===== src/rtl/uart_pkg.sv =====
// Shared UART definitions: frame opcodes (also used by the host-side transmit framer)
// and the frame-decoder FSM state type.
package uart_pkg;

    localparam logic [7:0] UART_OP_RD = 8'hA0;
    localparam logic [7:0] UART_OP_WR = 8'hA1;

    typedef enum logic [1:0] {
        ST_IDLE,
        ST_ADDR,
        ST_DATA,
        ST_ISSUE
    } dec_state_t;

    function automatic logic is_opcode(input logic [7:0] b);
        return (b == UART_OP_RD) || (b == UART_OP_WR);
    endfunction

endpackage


===== src/rtl/uart_rx_frame_decoder_if.sv =====
// Receiver-side byte input, bus-side request handshake and error pulses of the frame decoder.
// master = decoder, slave = the receiver/bus environment around it.
interface uart_rx_frame_decoder_if #(
    parameter int ADDR_WIDTH = 16,
    parameter int DATA_WIDTH = 8
);
    logic                  rx_ready;
    logic [7:0]            rx_data;
    logic                  req_valid;
    logic                  req_write;
    logic [ADDR_WIDTH-1:0] req_addr;
    logic [DATA_WIDTH-1:0] req_wdata;
    logic                  req_ready;
    logic                  err_cmd;
    logic                  err_overrun;
    logic                  err_timeout;

    modport master (
        input  rx_ready, rx_data, req_ready,
        output req_valid, req_write, req_addr, req_wdata,
        output err_cmd, err_overrun, err_timeout
    );

    modport slave (
        output rx_ready, rx_data, req_ready,
        input  req_valid, req_write, req_addr, req_wdata,
        input  err_cmd, err_overrun, err_timeout
    );
endinterface


===== src/rtl/uart_edge_det.sv =====
// Registered rising-edge detector: one-cycle strobe on the first clock a level goes high.
// Also suitable for the transmitter's done level.
module uart_edge_det (
    input  logic clk,
    input  logic rst,
    input  logic i_level,
    output logic o_rise
);
    logic r_level_q;

    always_ff @(posedge clk or posedge rst) begin
        if (rst) r_level_q <= 1'b0;
        else     r_level_q <= i_level;
    end

    assign o_rise = i_level & ~r_level_q;
endmodule


===== src/rtl/uart_rx_frame_decoder.sv =====
// Assembles opcode/address/data byte frames from the UART receiver into bus read/write requests.
// Optional inter-byte timeout is built when UART_RX_DEC_TIMEOUT_EN is defined.
module uart_rx_frame_decoder
    import uart_pkg::*;
#(
    parameter int ADDR_WIDTH   = 16,
    parameter int DATA_WIDTH   = 8,
    parameter int TIMEOUT_CLKS = 4096
) (
    input  logic clk,
    input  logic rst,
    uart_rx_frame_decoder_if.master bus
);
    localparam int AB   = ADDR_WIDTH / 8;
    localparam int DB   = DATA_WIDTH / 8;
    localparam int MAXB = (AB > DB) ? AB : DB;
    localparam int CW   = $clog2(MAXB + 1);
    localparam logic [CW-1:0] AB_LAST = CW'(AB - 1);
    localparam logic [CW-1:0] DB_LAST = CW'(DB - 1);

    logic                  w_strobe;
    logic                  w_decode;
    logic                  w_timeout;
    dec_state_t            r_state,   w_state_next;
    logic [CW-1:0]         r_cnt,     w_cnt_next;
    logic [ADDR_WIDTH-1:0] r_addr,    w_addr_next;
    logic [DATA_WIDTH-1:0] r_wdata,   w_wdata_next;
    logic                  r_write,   w_write_next;
    logic                  r_err_cmd, w_err_cmd_next;
    logic                  r_err_ovr, w_err_ovr_next;
    logic                  r_err_to;

    uart_edge_det u_edge_det (
        .clk     (clk),
        .rst     (rst),
        .i_level (bus.rx_ready),
        .o_rise  (w_strobe)
    );

`ifdef UART_RX_DEC_TIMEOUT_EN
    localparam int TW = $clog2(TIMEOUT_CLKS);
    logic [TW-1:0] r_tcnt;

    // Idle-gap counter only runs while a frame is partially assembled.
    always_ff @(posedge clk or posedge rst) begin
        if (rst)
            r_tcnt <= '0;
        else if (w_strobe || !((r_state == ST_ADDR) || (r_state == ST_DATA)))
            r_tcnt <= '0;
        else
            r_tcnt <= r_tcnt + 1'b1;
    end

    assign w_timeout = ((r_state == ST_ADDR) || (r_state == ST_DATA)) && !w_strobe
                       && (r_tcnt == TW'(TIMEOUT_CLKS - 1));
`else
    assign w_timeout = 1'b0;
`endif

    // A byte that arrives on the handshake edge belongs to the next frame, so it is decoded as an opcode.
    assign w_decode = w_strobe &&
                      ((r_state == ST_IDLE) || ((r_state == ST_ISSUE) && bus.req_ready));

    always_comb begin
        w_state_next   = r_state;
        w_cnt_next     = r_cnt;
        w_addr_next    = r_addr;
        w_wdata_next   = r_wdata;
        w_write_next   = r_write;
        w_err_cmd_next = 1'b0;
        w_err_ovr_next = 1'b0;

        case (r_state)
            ST_ADDR: begin
                if (w_strobe) begin
                    w_addr_next = (r_addr << 8) | ADDR_WIDTH'(bus.rx_data);
                    if (r_cnt == AB_LAST) begin
                        w_cnt_next = '0;
                        if (r_write) begin
                            w_state_next = ST_DATA;
                        end else begin
                            w_state_next = ST_ISSUE;
                            w_wdata_next = '0;
                        end
                    end else begin
                        w_cnt_next = r_cnt + 1'b1;
                    end
                end else if (w_timeout) begin
                    w_state_next = ST_IDLE;
                end
            end
            ST_DATA: begin
                if (w_strobe) begin
                    w_wdata_next = (r_wdata << 8) | DATA_WIDTH'(bus.rx_data);
                    if (r_cnt == DB_LAST) begin
                        w_cnt_next   = '0;
                        w_state_next = ST_ISSUE;
                    end else begin
                        w_cnt_next = r_cnt + 1'b1;
                    end
                end else if (w_timeout) begin
                    w_state_next = ST_IDLE;
                end
            end
            ST_ISSUE: begin
                if (bus.req_ready)
                    w_state_next = ST_IDLE;
                else if (w_strobe)
                    w_err_ovr_next = 1'b1;
            end
            default: ;
        endcase

        if (w_decode) begin
            if (is_opcode(bus.rx_data)) begin
                w_write_next = (bus.rx_data == UART_OP_WR);
                w_cnt_next   = '0;
                w_state_next = ST_ADDR;
            end else begin
                w_err_cmd_next = 1'b1;
            end
        end
    end

    always_ff @(posedge clk or posedge rst) begin
        if (rst) begin
            r_state   <= ST_IDLE;
            r_cnt     <= '0;
            r_addr    <= '0;
            r_wdata   <= '0;
            r_write   <= 1'b0;
            r_err_cmd <= 1'b0;
            r_err_ovr <= 1'b0;
            r_err_to  <= 1'b0;
        end else begin
            r_state   <= w_state_next;
            r_cnt     <= w_cnt_next;
            r_addr    <= w_addr_next;
            r_wdata   <= w_wdata_next;
            r_write   <= w_write_next;
            r_err_cmd <= w_err_cmd_next;
            r_err_ovr <= w_err_ovr_next;
            r_err_to  <= w_timeout;
        end
    end

    assign bus.req_valid   = (r_state == ST_ISSUE);
    assign bus.req_write   = r_write;
    assign bus.req_addr    = r_addr;
    assign bus.req_wdata   = r_wdata;
    assign bus.err_cmd     = r_err_cmd;
    assign bus.err_overrun = r_err_ovr;
    assign bus.err_timeout = r_err_to;
endmodule


===== src/flat_wrapper.sv =====
// flat-port wrapper written by rule: the top's interface ports become plain ports
module uart_rx_frame_decoder_flat import uart_pkg::*;
#(
    parameter int ADDR_WIDTH   = 16,
    parameter int DATA_WIDTH   = 8,
    parameter int TIMEOUT_CLKS = 4096
)
  (clk, rst, bus_rx_ready, bus_rx_data, bus_req_ready, bus_req_valid, bus_req_write, bus_req_addr, bus_req_wdata, bus_err_cmd, bus_err_overrun, bus_err_timeout);
  uart_rx_frame_decoder_if #(.ADDR_WIDTH(ADDR_WIDTH), .DATA_WIDTH(DATA_WIDTH)) bus_i ();
  input  logic clk;
  input  logic rst;
  input wire logic [$bits(bus_i.rx_ready)-1:0] bus_rx_ready;
  input wire logic [$bits(bus_i.rx_data)-1:0] bus_rx_data;
  input wire logic [$bits(bus_i.req_ready)-1:0] bus_req_ready;
  output wire logic [$bits(bus_i.req_valid)-1:0] bus_req_valid;
  output wire logic [$bits(bus_i.req_write)-1:0] bus_req_write;
  output wire logic [$bits(bus_i.req_addr)-1:0] bus_req_addr;
  output wire logic [$bits(bus_i.req_wdata)-1:0] bus_req_wdata;
  output wire logic [$bits(bus_i.err_cmd)-1:0] bus_err_cmd;
  output wire logic [$bits(bus_i.err_overrun)-1:0] bus_err_overrun;
  output wire logic [$bits(bus_i.err_timeout)-1:0] bus_err_timeout;
  assign bus_i.rx_ready = bus_rx_ready;
  assign bus_i.rx_data = bus_rx_data;
  assign bus_i.req_ready = bus_req_ready;
  assign bus_req_valid = bus_i.req_valid;
  assign bus_req_write = bus_i.req_write;
  assign bus_req_addr = bus_i.req_addr;
  assign bus_req_wdata = bus_i.req_wdata;
  assign bus_err_cmd = bus_i.err_cmd;
  assign bus_err_overrun = bus_i.err_overrun;
  assign bus_err_timeout = bus_i.err_timeout;
  uart_rx_frame_decoder #(.ADDR_WIDTH(ADDR_WIDTH), .DATA_WIDTH(DATA_WIDTH), .TIMEOUT_CLKS(TIMEOUT_CLKS)) u_core (.clk(clk), .rst(rst), .bus(bus_i));
endmodule

===== config.mk =====
export PLATFORM = sky130hd
export DESIGN_NAME = uart_rx_frame_decoder_flat
export DESIGN_NICKNAME = d
export VERILOG_FILES = /design/src/rtl/uart_pkg.sv /design/src/rtl/uart_rx_frame_decoder_if.sv /design/src/rtl/uart_edge_det.sv /design/src/rtl/uart_rx_frame_decoder.sv /design/src/flat_wrapper.sv
export SDC_FILE = /design/constraint.sdc
export NUM_CORES = 1
export LEC_CHECK = 0
export BUFFER_PORTS_ARGS = -buffer_cell sky130_fd_sc_hd__buf_2
export CORE_MARGIN = 2
export CORE_UTILIZATION = 58
export CTS_BUF_LIST = sky130_fd_sc_hd__clkbuf_2
export DETAILED_ROUTE_END_ITERATION = 8
export PLACE_DENSITY_LB_ADDON = 0.25
export RECOVER_POWER = 50
export SLEW_MARGIN = 20
export SYNTH_ARGS = -nofsm -noshare
export SYNTH_HDL_FRONTEND = slang
export SYNTH_SLANG_ARGS = --single-unit

===== constraint.sdc =====
create_clock -name clk -period 2.4 [get_ports clk]
set_input_delay 0.6 -clock clk [delete_from_list [all_inputs] [get_ports clk]]
set_output_delay 0.6 -clock clk [all_outputs]
set_load 0.02 [all_outputs]

# Word-level counts from Yosys, hierarchy flattened
# Index checks and enable logic that the tools add are counted.
[totals]
regBits = 32
latchBits = 0
ramBits = 0
mem_bits_ro = 0
inputBits = 12
out_inout_bits = 29
wordCells = 58
memories = 0
[op_classes]
n_addsub = 1
multipliers = 0
div = 0
magnitude_cmp = 0
n_eq_ne = 10
shifts = 0
mux = 26
n_bitwise = 3
reduce_logical = 10
[ops]
columns = ["op", "count"]
rows = [
  ["$mux 8", 4],
  ["$mux 2", 13],
  ["$eq 8x8->1 const B", 2],
  ["$or 16x8->16", 1],
  ["$pmux 8 s2", 1],
  ["$mux 1", 6],
  ["$ne 2x1->1 const B", 3],
  ["$pmux 2 s3", 1],
  ["$reduce_and 5->1", 1],
  ["$eq 2x1->1 const B", 2],
  ["$eq 2x2->1 const B", 2],
  ["$logic_not 2->1", 2],
  ["$pmux 2 s2", 1],
  ["$reduce_and 2->1", 2],
  ["$add 2x1->2 const B", 1],
  ["$logic_and 1x1->1", 2],
  ["$logic_or 1x1->1", 2],
  ["$ne 2x2->1 const B", 1],
  ["$reduce_bool 2->1", 1],
  ["$and 1x1->1", 1],
  ["$not 1->1", 1],
]

# Depth between registers and ports, before layout
# Gate-level depths: netlist of run 1.
[depth]
ltp_word = 6
ltp_mapped = 6
depth_no_buf = 5

# Cells and area by module
# A second synthesis of run 1 with hierarchy kept.
[hier_totals]
hier_cells = 128
hier_area_um2 = 1562.7
[by_module_without_submodules]
columns = ["module", "n_inst", "cells_each", "area_per_inst_um2", "seq_area_each_um2"]
rows = [
  ["uart_rx_frame_decoder", 1, 125, 1520.2, 775.7],
  ["uart_edge_det", 1, 3, 42.5, 25.0],
]

# Worst setup path before layout of run 1
# OpenSTA, ideal clock, no wires.
[synth_path]
path_type = "input to register"
startpoint = "in bus_rx_data[1]"
endpoint = "reg u_core.r_write, in the netlist u_core.bus.req_write"
setup_time_ns = 0.125
arrival_ns = 1.697
required_time_ns = 2.275
path_slack_ns = 0.578
stages = 3
path_buffers = 0
path_cell_list = "or3_4 -> or4_4 -> mux2_4"
[synth_between]
elab_chain_cells = 3
word_cells_on_any_way = 4
classes_between = "2 x eq/ne; 2 x reduce/logical"
[synth_rtl]
columns = ["item", "line_no", "text"]
rows = [
  ["from (decl)", "flat_wrapper.sv:13", "input wire logic [$bits(bus_i.rx_data)-1:0] bus_rx_data;"],
  ["$eq 8x8->1, on equally long branches", "uart_pkg.sv:16, uart_rx_frame_decoder.sv:116", ""],
  ["$logic_or 1x1->1", "uart_pkg.sv:16", "return (b == UART_OP_RD) || (b == UART_OP_WR);"],
  ["$reduce_and 2->1 (no line)", "-", ""],
  ["to (signal assigned)", "uart_rx_frame_decoder.sv:140", "r_write <= w_write_next;"],
  ["to (decl)", "uart_rx_frame_decoder.sv:28", "logic r_write, w_write_next;"],
]
# Parallel ways exist; a longest one is shown, timed or not.
# A chain may end at the register's enable or synchronous reset.

==> qor.csv, run 1 <==
metric;value;unit
whs_path_depth;1;
cts.path.max_buffers;2;
wl_per_cell;14.09;µm
routed_via_density;5.230;
vias;1046;
period_share;74.32;%
powerDensity;1066;nW/µm²
syn_inst;125;
fp-row-count;18;
worstSetupPathType;input port to asynchronous set/reset pin;
port_buffers;39;
dieArea;3035;µm²
ant_nets;0;
hp-start;bus_rx_ready;
synth_nets;145;
cts_made_buffers;5;
cellLeakagePower;0.0008580;µW
drive_gt1_share;32.35;%
synth_area;1514;µm²
max-cap-violations;1;
crit_arrival;1.94;ns
nets;189;
cp-end-kind;asynchronous set/reset pin;
globalplace.congestion;0.7646;
crit_path_start_kind;input port;
status;finished, violations left;
fmax;560.7;MHz
syn_area_per_cell;12.11;µm²
grt_overflow_total;0;
antenna_found_initial;0;
worstRegToRegCells;6;
first_global_vias;982;
slew_headroom;-10.70;%
drv_slew;33;
finClkSkew;0.007363;ns
yosysUniqueCellTypes;34;
yosysWarnings;0;
tritoncts;done;
r2r_slack;0.62;ns
grt_max_degree;33;
hold_buffers;0;
r2r_start;u_core.r_state[0];
root_buffer;clkbuf_2;
cts_setup_buffers;0;
final_common_cell;dfrtp_1;
min_to;u_core.u_edge_det.r_level_q;
die_h;55.09;µm
min_period;1.784;ns
areaGrowthSynthToFinish;16.12;%
cts_resized;0;
mostFrequentLayoutCells;32 x dfrtp_1, 27 x buf_2, 15 x mux2_2, 13 x inv_1, 13 x clkbuf_1;
tightest_slew;1.661;ns
hold_violations;0;
rsz0062_at_grt;no;
io_pins;41;
clkLatencyLatePin;0.33;ns
totalPowerFinal;1874;µW
violations;max-capacitance violations, max-slew violations;
synth-seq-cells;32;
hpwl;2127;µm
track_usage;21.56;%
crit_required;2.56;ns
fin_setup_tns;0;ns
vdd_drop_max;0.0008714;V
crit_fanout;32;
r2r_end;u_core.bus.req_wdata[1];
die_w;55.09;µm
drt_wl_total;2817;µm
clk_pin_slew;0.15;ns
seq_area_frac_synth;52.89;%
antenna_cells;0;
setup_violations;0;
start_util;61.11;%
post-route-drc-count;0;
core_region_area;2477;µm²
grt_pass1_wl;4429;µm
first_iter_violations;18;
hold_path_class;input port to flip-flop;
htreeDepth;2;
cts.sinks;32;
dr.pass1.iters;4;
==> worst max-delay path, stage by stage <==
cell      delay [ns]
buf_2           0.09
inv_1           0.04
clkbuf_1        1.19
==> worst max-delay path by stage <==
stage / from / end / slack [ns] / cells past startpoint
final: rst / u_core.bus.req_addr[13] / 0.62 / 3
after global routing: rst / u_core.bus.req_addr[9] / 0.30 / 3
after CTS: u_core.r_state[0] / u_core.bus.req_wdata[1] / 0.57 / 6
after detailed placement: bus_rx_data[1] / u_core.bus.req_write / 0.42 / 4
after global placement: bus_rx_data[1] / u_core.bus.req_write / 0.45 / 4
after floorplan: bus_rx_data[1] / u_core.bus.req_write / 0.58 / 3
==> stage by stage <==
stage          hold slack, ns  utilization (%)  area [µm²]  instances  setup WS, ns
2_1_floorplan          0.5551                -        1514        125        0.5779
3_3_place_gp           0.4720            70.15        1738        192        0.4474
3_5_place_dp           0.4954            70.15        1738        192        0.4244
4_1_cts                0.3106            71.72        1777        200        0.5718
5_1_grt                0.3844            70.96        1758        200        0.2968
6_report               0.4254            70.96        1758        200        0.6164
==> synth_stat cells (all sizes together) <==
| cell | count | area (µm²) |
|---|---|---|
| dfrtp | 32 | 800.8 |
| mux2 | 17 | 195.2 |
| inv | 13 | 48.80 |
| nand2 | 10 | 37.54 |
| ha | 8 | 100.1 |
| mux2i | 8 | 80.08 |
| a21oi | 5 | 28.78 |
| o21ai | 4 | 20.02 |
| buf | 3 | 23.77 |
| a311oi | 2 | 17.52 |
| clkbuf | 2 | 7.510 |
| nand2b | 2 | 12.51 |
| nand3b | 2 | 15.01 |
| nor2 | 2 | 7.510 |
| a2111oi | 1 | 8.760 |
| a211o | 1 | 8.760 |
| and2 | 1 | 6.260 |
| and2b | 1 | 7.510 |
| and4b | 1 | 10.01 |
| conb | 1 | 3.750 |
| nand4bb | 1 | 11.26 |
| nor2b | 1 | 6.260 |
| nor3 | 1 | 5.000 |
| nor4 | 1 | 6.260 |
| o211ai | 1 | 7.510 |
| o21bai | 1 | 7.510 |
| o31ai | 1 | 7.510 |
| or3 | 1 | 11.26 |
| or4 | 1 | 11.26 |
==> logic make-up after synthesis <==
family                     after synthesis  synth area share (%)
DFF                                     32                 52.89
muxes                                   25                 18.18
and+or+nand+nor                         25                 9.753
buffers and inverters                   18                 5.289
AOI/OAI and AO/OA                       16                 7.026
adders and majority gates                8                 6.612
other                                    1                0.2477
==> layout make-up <==
class | instances | area, µm²
Sequential cell | 32 | 800.8
Fill cell | 205 | 719.4
Multi-Input combinational cell | 75 | 633.1
Timing Repair Buffer | 42 | 198.9
Inverter | 13 | 48.80
Tap cell | 30 | 37.54
Clock buffer | 7 | 35.03
Clock inverter | 1 | 3.754
==> per-layer routing <==
metal,GRT usage [%],wire [µm],up-vias,share of wire (%)
met1,27.96,1318,507,47
met2,32.74,1322,27,47
met3,6.183,147,2,5.2
met4,11.38,27,0,0.96
li1,-,-,510,-
met5,0,0,-,0
==> power breakdown <==
group          switching (µW)  internal [µW]
Clock                     160           78.4
Sequential                120            744
Combinational             478            292
Total                     759           1110
==> registers in the layout (all words and copies together), names as in the netlist <==
signal / flops
u_core.r_cnt: 2
u_core.bus.req_addr: 16
u_core.bus.req_write: 1
u_core.r_state: 2
u_core.bus.err_overrun: 1
u_core.bus.err_cmd: 1
u_core.u_edge_det.r_level_q: 1
u_core.bus.req_wdata: 8
No activity file was read; power rests on OpenSTA's default activity.
==> inputs of run 2 (changes only) <==
--- a/config.mk
+++ b/config.mk
@@ -7,7 +7,7 @@
 export LEC_CHECK = 0
 export BUFFER_PORTS_ARGS = -buffer_cell sky130_fd_sc_hd__buf_2
 export CORE_MARGIN = 2
-export CORE_UTILIZATION = 58
+export CORE_UTILIZATION = 54
 export CTS_BUF_LIST = sky130_fd_sc_hd__clkbuf_2
 export DETAILED_ROUTE_END_ITERATION = 8
 export PLACE_DENSITY_LB_ADDON = 0.25
==> constraint.sdc (replaced) <==
create_clock -name clk -period 1.8 [get_ports clk]
set_input_delay 0.45 -clock clk [delete_from_list [all_inputs] [get_ports clk]]
set_output_delay 0.45 -clock clk [all_outputs]
set_load 0.02 [all_outputs]
==> run 2 against run 1 <==
The flow now finishes without violations. Die area increased by 6.9%. Wire length increased by 7.1%. Largest cell class unchanged. Worst setup slack got worse by 0.56 ns. Critical path type is now flip-flop to flip-flop. Final cell count increased by 4.0%. Sequential share of layout area decreased by 2.0 points. Sequential power increased by 33%. Largest power group unchanged. Non-clock buffer count increased by 7. Global-route usage decreased by 0.37 points. Clock-buffer cell count decreased by 2. Critical endpoint is now u_core.bus.req_write.
==> qor.csv, run 2 (synthesis gave the netlist of run 1 again) <==
metric;value;unit;change
port_buffers;39;;unchanged
setup_violations;0;;unchanged
r2r_slack;0.06;ns;-0.56 ns
die_w;56.95;µm;+3.4%
whs_path_depth;1;;unchanged
final_common_cell;dfrtp_1;;
worstRegToRegCells;5;;-1
crit_arrival;2.02;ns;+0.08 ns
dr.pass1.iters;4;;unchanged
multi_input_area;635.6;µm²;+0.40%
p_comb_share;39.3;%;-1.8 points
worstSetupPathType;flip-flop to flip-flop;;
io_pins;41;;unchanged
fp-row-count;19;;+1
root_buffer;clkbuf_2;;
mostFrequentLayoutCells;32 x dfrtp_1, 27 x buf_2, 15 x mux2_2, 13 x inv_1, 12 x clkbuf_1;;
first_iter_violations;12;;-6
start_util;55.86;%;-5.2 points
crit_chain;inv_1, ha_1, a21oi_1, or4_4, mux2_4;;
areaGrowthSynthToFinish;21.49;%;
r2r_start;u_core.r_state[0];;
seq_area;800.8;µm²;unchanged
num-fill-cells;234;;+14%
first_global_vias;1162;;+18%
min_period;1.744;ns;
cts_made_buffers;5;;unchanged
hp-start;bus_rx_ready;;
powerDensity;1451;nW/µm²;+36%
dieArea;3243;µm²;+6.9%
vias;1088;;+4.0%
wl_per_cell;14.51;µm;+3.0%
vdd_drop_max;0.0009789;V;+12%
routed_via_density;5.231;;about the same
p_seq_share;43.2;%;-3.0 points
p_sw;1049;µW;+38%
tritoncts;done;;
slowest_delay;0.54;ns;-0.65 ns
slew_headroom;49.04;%;+60 points
cts.sinks;32;;unchanged
tightest_slew;0.7644;ns;-0.8961 ns
crit_family;simple AND/OR/NAND/NOR gates;;
cts.path.max_buffers;2;;unchanged
min_to;u_core.u_edge_det.r_level_q;;
nets;196;;+3.7%
hold_buffers;0;;unchanged
fmax;573.3;MHz;
clk_pin_slew;0.16;ns;about the same
hold_path_class;input port to flip-flop;;
core_region_area;2710;µm²;+9.4%
cellLeakagePower;0.0009042;µW;+5.4%
period_share;96.91;%;
whs;0.2528;ns;-0.1725 ns
hpwl;2293;µm;+7.8%
totalPowerFinal;2668;µW;+42%
grt_pass1_wl;5181;µm;+17%
crit_path_start_kind;flip-flop;;
antenna_found_initial;0;;unchanged
grt_max_degree;33;;unchanged
htreeDepth;2;;unchanged
crit_slowest_cell;or4_4;;
power_switching_share;39.30;%;-1.2 points
max-cap-violations;0;;-1
die_h;56.95;µm;+3.4%
rsz0062_at_grt;no;;
post-route-drc-count;0;;unchanged
clkLatencyLatePin;0.37;ns;+0.04 ns
crit_fanout;4;;-88%
status;finished, final reports clean;;
hold_violations;0;;unchanged
drt_wl_total;3018;µm;+7.1%
crit_required;2.07;ns;-0.49 ns
antenna_cells;0;;unchanged
largest_register_ffs;16;;unchanged
p_int;1619;µW;+45%
globalplace.congestion;0.8948;;+17%
cp-end-kind;flip-flop;;
ant_nets;0;;unchanged
critPathBufInv;1;;-2
finClkSkew;0.007857;ns;+0.0004936 ns
grt_overflow_total;0;;unchanged
p_clk_share;17.4;%;+4.7 points
track_usage;21.18;%;-0.37 points
drive_gt1_share;35.59;%;+3.2 points
r2r_end;u_core.bus.req_write;;
drv_slew;0;;-100%
-- run 2: power by group through the flow --
stage,logic (µW),clock network [µW],registers (µW)
after CTS,1080,475,1160
final,1050,465,1150
after floorplan,378,0,1480
after global routing,1140,501,1190
after global placement,1050,0,1150
after detailed placement,1080,0,1170
-- run 2: worst max path at each step --
stage                            from                   end  slack [ns]  cells after the start
floorplan           u_core.r_state[1]  u_core.bus.req_write        0.06                      4
global placement       bus_rx_data[1]  u_core.bus.req_write       0.006                      4
detailed placement     bus_rx_data[1]  u_core.bus.req_write      -0.002                      4
CTS                 u_core.r_state[0]  u_core.bus.req_write        0.06                      5
global route        u_core.r_state[0]  u_core.bus.req_write       0.006                      5
finish              u_core.r_state[0]  u_core.bus.req_write        0.06                      5
-- run 2: worst register-to-register path: stages (launching register included) --
cell and delay, ns:
dfrtp_1 0.44, inv_1 0.14, ha_1 0.17, a21oi_1 0.07, or4_4 0.54, mux2_4 0.30
-- run 2: final cells by class --
type                            count  area share (%)
Clock buffer                        5           1.361
Inverter                           13           2.653
Clock inverter                      3           2.041
Timing Repair Buffer               49           13.74
Tap cell                           31           2.109
Sequential cell                    32           43.54
Multi-Input combinational cell     75           34.56
-- run 2: stage by stage --
step / worst slack [ns] / util [%] / cells / TNS, ns / cell area (µm²)
3_5_place_dp: -0.001861 / 65.84 / 199 / -0.001861 / 1784
5_1_grt: 0.006218 / 67.87 / 208 / 0 / 1839
2_1_floorplan: 0.05998 / - / 125 / 0 / 1514
6_report: 0.05568 / 67.87 / 208 / 0 / 1839
4_1_cts: 0.06488 / 68.14 / 207 / 0 / 1847
3_3_place_gp: 0.005694 / 65.84 / 199 / 0 / 1784
-- run 2: repair_timing --
item                       4_1_cts  5_1_grt
setup endpoints to repair        0        6
resized for setup                0        1
setup buffers                    0        1
-- run 2: layer usage --
layer / routed length [µm] / vias up / GRT usage [%]
met5: 0 / - / 0
li1: - / 524 / -
met1: 1276 / 529 / 25.94
met4: 44 / 0 / 8.970
met3: 141 / 5 / 4.989
met2: 1556 / 30 / 35.96
